===== config.mk =====
export PLATFORM = sky130hd
export DESIGN_NAME = or3_req_arbiter_flat
export DESIGN_NICKNAME = d
export VERILOG_FILES = /design/src/rtl/or3_req_arbiter_if.sv /design/src/rtl/or3_req_arbiter.sv /design/src/flat_wrapper.sv
export SDC_FILE = /design/constraint.sdc
export NUM_CORES = 1
export LEC_CHECK = 0
export CORE_MARGIN = 2
export CORE_UTILIZATION = 52
export CTS_CLUSTER_SIZE = 28
export DETAILED_ROUTE_END_ITERATION = 8
export GPL_TIMING_DRIVEN = 0
export PLACE_DENSITY = 0.82
export SLEW_MARGIN = 20
export SYNTH_ARGS = -nofsm -noshare
export SYNTH_HDL_FRONTEND = slang
export SYNTH_SLANG_ARGS = --single-unit
export TNS_END_PERCENT = 20

===== constraint.sdc =====
create_clock -name sysclk -period 2.3 [get_ports sysclk]
set_clock_uncertainty 0.15 [all_clocks]
set_input_delay 0.345 -clock sysclk [delete_from_list [all_inputs] [get_ports sysclk]]
set_output_delay 0.345 -clock sysclk [all_outputs]
set_load 0.005 [all_outputs]

===== src/rtl/or3_req_arbiter_if.sv =====
// Request/grant bundle between three requesters and the round-robin arbiter.
// master = requester side, slave = arbiter side.
interface or3_req_arbiter_if;
  logic [2:0] req;
  logic [2:0] grant;
  logic [1:0] grant_id;
  logic       busy;
  logic       timeout;
  logic       any_req;

  modport master (output req, input grant, grant_id, busy, timeout, any_req);
  modport slave  (input req, output grant, grant_id, busy, timeout, any_req);
endinterface


===== src/rtl/or3_req_arbiter.sv =====
// Three-way round-robin arbiter with per-line request polarity and a hold-time limit.
// Grant, owner ID, busy and timeout are registered; any_req is the raw OR of effective requests.
module or3_req_arbiter #(
  parameter logic [2:0]  BubblesMask = 3'b000,
  parameter int unsigned HOLD_MAX    = 15
) (
  input logic               sysclk,
  input logic               sys_rst_n,
  or3_req_arbiter_if.slave  bus
);

  localparam logic [7:0] HOLD_LIM = 8'(HOLD_MAX);
  localparam bit         HOLD_EN  = (HOLD_MAX != 0);

  typedef enum logic [1:0] {
    IDLE    = 2'd0,
    GRANT   = 2'd1,
    RELEASE = 2'd2
  } state_e;

  state_e     state_q, state_d;
  logic [2:0] grant_q, grant_d;
  logic [1:0] gid_q, gid_d;
  logic [1:0] last_q, last_d;
  logic [7:0] hold_q, hold_d;
  logic       busy_q, busy_d;
  logic       timeout_q, timeout_d;
  logic [2:0] ereq;
  logic [1:0] winner;

  assign ereq = bus.req ^ BubblesMask;

  // Scan starts one past the last owner so the previous winner ranks lowest.
  function automatic logic [1:0] pick(input logic [2:0] r, input logic [1:0] last);
    logic [1:0] idx;
    logic [1:0] w;
    logic       found;
    w     = 2'd0;
    found = 1'b0;
    idx   = (last == 2'd2) ? 2'd0 : last + 2'd1;
    for (int k = 0; k < 3; k++) begin
      if (!found && r[idx]) begin
        w     = idx;
        found = 1'b1;
      end
      idx = (idx == 2'd2) ? 2'd0 : idx + 2'd1;
    end
    return w;
  endfunction

  assign winner = pick(ereq, last_q);

  always_comb begin
    state_d   = state_q;
    grant_d   = grant_q;
    gid_d     = gid_q;
    last_d    = last_q;
    hold_d    = hold_q;
    timeout_d = 1'b0;
    unique case (state_q)
      IDLE: begin
        if (ereq != 3'b000) begin
          state_d = GRANT;
          grant_d = 3'b001 << winner;
          gid_d   = winner;
          last_d  = winner;
          hold_d  = 8'd1;
        end
      end
      GRANT: begin
        if (!ereq[gid_q]) begin
          state_d = RELEASE;
          grant_d = 3'b000;
        end else if (HOLD_EN && hold_q == HOLD_LIM) begin
          state_d   = RELEASE;
          grant_d   = 3'b000;
          timeout_d = 1'b1;
        end else if (hold_q != 8'hFF) begin
          hold_d = hold_q + 8'd1;
        end
      end
      RELEASE: state_d = IDLE;
      default: begin
        state_d = IDLE;
        grant_d = 3'b000;
      end
    endcase
    busy_d = (state_d == GRANT);
  end

  always_ff @(posedge sysclk or negedge sys_rst_n) begin
    if (!sys_rst_n) begin
      state_q   <= IDLE;
      grant_q   <= 3'b000;
      gid_q     <= 2'd0;
      last_q    <= 2'd2;
      hold_q    <= 8'd0;
      busy_q    <= 1'b0;
      timeout_q <= 1'b0;
    end else begin
      state_q   <= state_d;
      grant_q   <= grant_d;
      gid_q     <= gid_d;
      last_q    <= last_d;
      hold_q    <= hold_d;
      busy_q    <= busy_d;
      timeout_q <= timeout_d;
    end
  end

  assign bus.grant    = grant_q;
  assign bus.grant_id = gid_q;
  assign bus.busy     = busy_q;
  assign bus.timeout  = timeout_q;
  assign bus.any_req  = |ereq;

endmodule


===== src/flat_wrapper.sv =====
// flat-port wrapper written by rule: the top's interface ports become plain ports
module or3_req_arbiter_flat 
#(
  parameter logic [2:0]  BubblesMask = 3'b000,
  parameter int unsigned HOLD_MAX    = 15
)
  (sysclk, sys_rst_n, bus_req, bus_grant, bus_grant_id, bus_busy, bus_timeout, bus_any_req);
  or3_req_arbiter_if bus_i ();
  input logic sysclk;
  input logic sys_rst_n;
  input wire logic [$bits(bus_i.req)-1:0] bus_req;
  output wire logic [$bits(bus_i.grant)-1:0] bus_grant;
  output wire logic [$bits(bus_i.grant_id)-1:0] bus_grant_id;
  output wire logic [$bits(bus_i.busy)-1:0] bus_busy;
  output wire logic [$bits(bus_i.timeout)-1:0] bus_timeout;
  output wire logic [$bits(bus_i.any_req)-1:0] bus_any_req;
  assign bus_i.req = bus_req;
  assign bus_grant = bus_i.grant;
  assign bus_grant_id = bus_i.grant_id;
  assign bus_busy = bus_i.busy;
  assign bus_timeout = bus_i.timeout;
  assign bus_any_req = bus_i.any_req;
  or3_req_arbiter #(.BubblesMask(BubblesMask), .HOLD_MAX(HOLD_MAX)) u_core (.sysclk(sysclk), .sys_rst_n(sys_rst_n), .bus(bus_i));
endmodule

==> results of run 1 <==
## kinds of logic after synthesis
family | count (synthesis) | share of synthesized area
multiplexers | 2 | 0.02183
XOR/XNOR | 1 | 0.009552
flip-flops | 18 | 0.4925
AND/OR/NAND/NOR | 36 | 0.2183
adder cells (fa/ha/maj) | 1 | 0.01364
AO/OA/AOI/OAI | 29 | 0.1992
buffers and inverters | 9 | 0.04502
## worst max path at each step
stage | start | to | slack [ps]
2_1_floorplan | u_core.hold_q[0] | u_core.hold_q[5] | 420
3_3_place_gp | bus_req[1] | u_core.hold_q[1] | -20
3_5_place_dp | bus_req[1] | u_core.hold_q[1] | -50
4_1_cts | bus_req[1] | bus_any_req | 80
5_1_grt | bus_req[1] | bus_any_req | 70
6_report | bus_req[1] | bus_any_req | 150
## sequential cells by signal (all words and copies together), names as in the netlist
name                 cells
u_core.bus.grant_id      2
u_core.bus.grant         3
u_core.last_q            1
u_core.hold_q            8
u_core.bus.busy          1
u_core.state_q           2
u_core.bus.timeout       1
## per-layer routing
layer / GRT usage / vias to the layer above / share of wire
met3: 0.03571 / 4 / 0.039
met1: 0.2625 / 383 / 0.45
met2: 0.3083 / 26 / 0.49
li1: - / 383 / -
met4: 0.1143 / 0 / 0.016
met5: 0 / - / 0
## power by group
part	internal, mW	switching, mW	total, mW	leakage (nW)
clock	0.0964	0.0993	0.196	0.0210
combinational	0.245	0.280	0.525	0.209
sequential	0.404	0.0837	0.488	0.233
## cell usage after synthesis (2+ instances only)
cell type and number:
nand2_1 12, o22ai_1 2, inv_1 5, clkbuf_1 2, dfrtp_1 17, buf_4 2, o21ai_0 6, or3_1 4
nand3b_1 2, nor2b_1 4, o211ai_1 2, or4_1 2, nand3_1 4, mux2i_1 2, a21oi_1 8, o21ai_1 3
o31ai_1 2
## worst reg2reg max path: stages, from the launching register on
cell and delay, ps:
dfrtp_1 420, ha_1 250, and3_4 180, a31oi_1 220, o221ai_2 140, buf_4 180
or3_1 300, a21oi_1 150
## final cells by class
type | count | area (um^2)
Tap cell | 17 | 21.27
Multi-Input combinational cell | 69 | 429.2
Inverter | 5 | 18.77
Clock buffer | 4 | 36.28
Sequential cell | 18 | 451.7
Timing Repair Buffer | 12 | 120.1
Buffer | 4 | 22.52
Fill cell | 142 | 589.3
## through the flow
step | setup slack (ps) | util | hold WS, ps
2_1_floorplan | 421.6 | - | -100.6
3_3_place_gp | -23.18 | 0.6267 | 331.6
3_5_place_dp | -45.08 | 0.6267 | 342.4
4_1_cts | 76.12 | 0.6481 | 358.8
5_1_grt | 72.87 | 0.6511 | 384.3
6_report | 146.6 | 0.6511 | 335.9
## placed cells by master, fill, tap and decap left out, types with 2 or more instances in the layout
master           synthesis  final
nand2_1                 12     12
inv_1                    5      5
dfrtp_1                 17     17
nor2b_1                  4      4
mux2i_1                  2      2
o22ai_1                  2      2
o31ai_1                  2      2
clkbuf_4                 0      3
o21ai_1                  3      3
clkbuf_1                 2      2
or3_1                    4      4
o21ai_0                  6      6
clkdlybuf4s50_1          0     12
buf_4                    2      2
nand3b_1                 2      2
a21oi_1                  8      8
or4_1                    2      2
nand3_1                  4      4
nor3_2                   1      2
o211ai_1                 2      2
## repair_timing
action | in CTS | in global routing
endpoints found under the setup margin | 0 | 1
endpoints found under the hold margin | 0 | 0
gates resized for setup | 0 | 1
==> impl_metrics.yaml, run 1 <==
run_status:
  status: "finished clean"
critical_path:
  critPathCaptureType: "output pin"
  path_common_cell: "clkdlybuf4s50_1"
  cp_max_fo: 5
  crit_required_ps: 1800
  crit_path_max_incr_delay_ps: 500
  path_buf_inv: 3
  r2r-start: "u_core.hold_q[0]"
  cp.arrival_ps: 1660
  r2r_end: "u_core.hold_q[2]"
  crit_slowest_cell: "clkdlybuf4s50_1"
  start_kind: "input pin"
  r2r_cells: 7
  path_cells: "clkdlybuf4s50_1 > nor3_2 > inv_1 > clkdlybuf4s50_1"
  ff2ff_setup_slack_ps: 220
  crit_cells: 4
  path_delay_family: "buffers and inverters"
  worst-setup-path-type: "input pin to output pin"
placement:
  dpl-instance-area_mm2: 0.001059
  dp_hpwl_um: 1367
  place_inst: 125
  routabilityCongestion: 0.8398
  io_buffers: 12
logic_synthesis:
  syn_area_um2: 917.1
  synth_edf_count: 0
  yosysWarnings: 0
  synth-async-reset-ratio: 1.000
  synth-seq-area-share: 0.4925
  synth_area_leaders: "dfrtp_1 (46%), nand2_1 (4.9%), a21oi_1 (4.4%)"
  avgSynthCellArea_um2: 9.553
  synthCells: 96
  ys_ff_latch: 18
  synth.distinct_cells: 34
  synth_nets: 102
  synth_flop_cell: "dfrtp_1"
  synth_largest_area_cell: "dfrtp_1"
  synth_top_area_frac: 0.4638
floorplanning:
  die_height_um: 46.00
  floorplan.initialDensity: 0.5430
  row_count: 15
  io-pin-count: 13
  coreArea_mm2: 0.001689
  fp.dieArea_mm2: 0.002116
  die_x_um: 46.00
routing:
  firstDrtPassIters: 4
  drtIter0Drc: 21
  vias: 796
  viasPerCell: 6.171
  wire_per_inst_um: 14.80
  drc: 0
  antenna_left: 0
  wl_um: 1909
sta:
  setup_violations: 0
  grt_setup_unrepaired: "false"
  drv_slew: 0
  fmaxAchievable_mhz: 464.4
  worst_pin_slew_ps: 753.8
  relSlewSlack: 0.4959
  period_minus_slack_ps: 2153
  fin_tns_setup_ps: 0
  hold_viol: 0
  post-route-period-util: 0.9362
layout:
  fin_nets: 119
  fin_area_mm2: 0.001100
  stdcell_count: 129
  diodes: 0
  final_layout_size_suffix_gt1_frac: 0.09821
  synthToLayoutAreaGrowth_pct: 19.92
global_routing:
  grt_overflow_total: 0
  grt_usage: 0.2005
  grt_pass1_vias: 733
  antenna_found_initial: 0
  grt_max_degree: 19
  grt_pass1_wl_um: 3036
pwr:
  peakVddDrop_v: 0.0006365
  power.total_mw: 1.209
  p_per_area_mw_per_mm2: 1099
  leakagePower_nw: 0.4632
cts:
  clk_pin_slew_ps: 100
  cts_root_buf: "clkbuf_4"
  holdBufCountCts: 0
  htree_levels: 1
  cts_buffers: 3
  worstSkewPairLatency_ps: 290
  clock-sinks: 18
  cts_tree: "done"
  post_cts_buffers: 0
  clk_path_buf_depth: 2
run:
  maxCapViolations: 0
worst_hold_path:
  hold_class: "input pin to async pin"
Note: power is estimated with default switching activity, not from simulation.
==> run 2, diff against run 1 <==
--- a/config.mk
+++ b/config.mk
@@ -5,6 +5,7 @@
 export SDC_FILE = /design/constraint.sdc
 export NUM_CORES = 1
 export LEC_CHECK = 0
+export ABC_CLOCK_PERIOD_IN_PS = 2300
 export CORE_MARGIN = 2
 export CORE_UTILIZATION = 52
 export CTS_CLUSTER_SIZE = 28
==> results of run 2 <==
Final layout, timing and power as in run 1 (identical DEF).
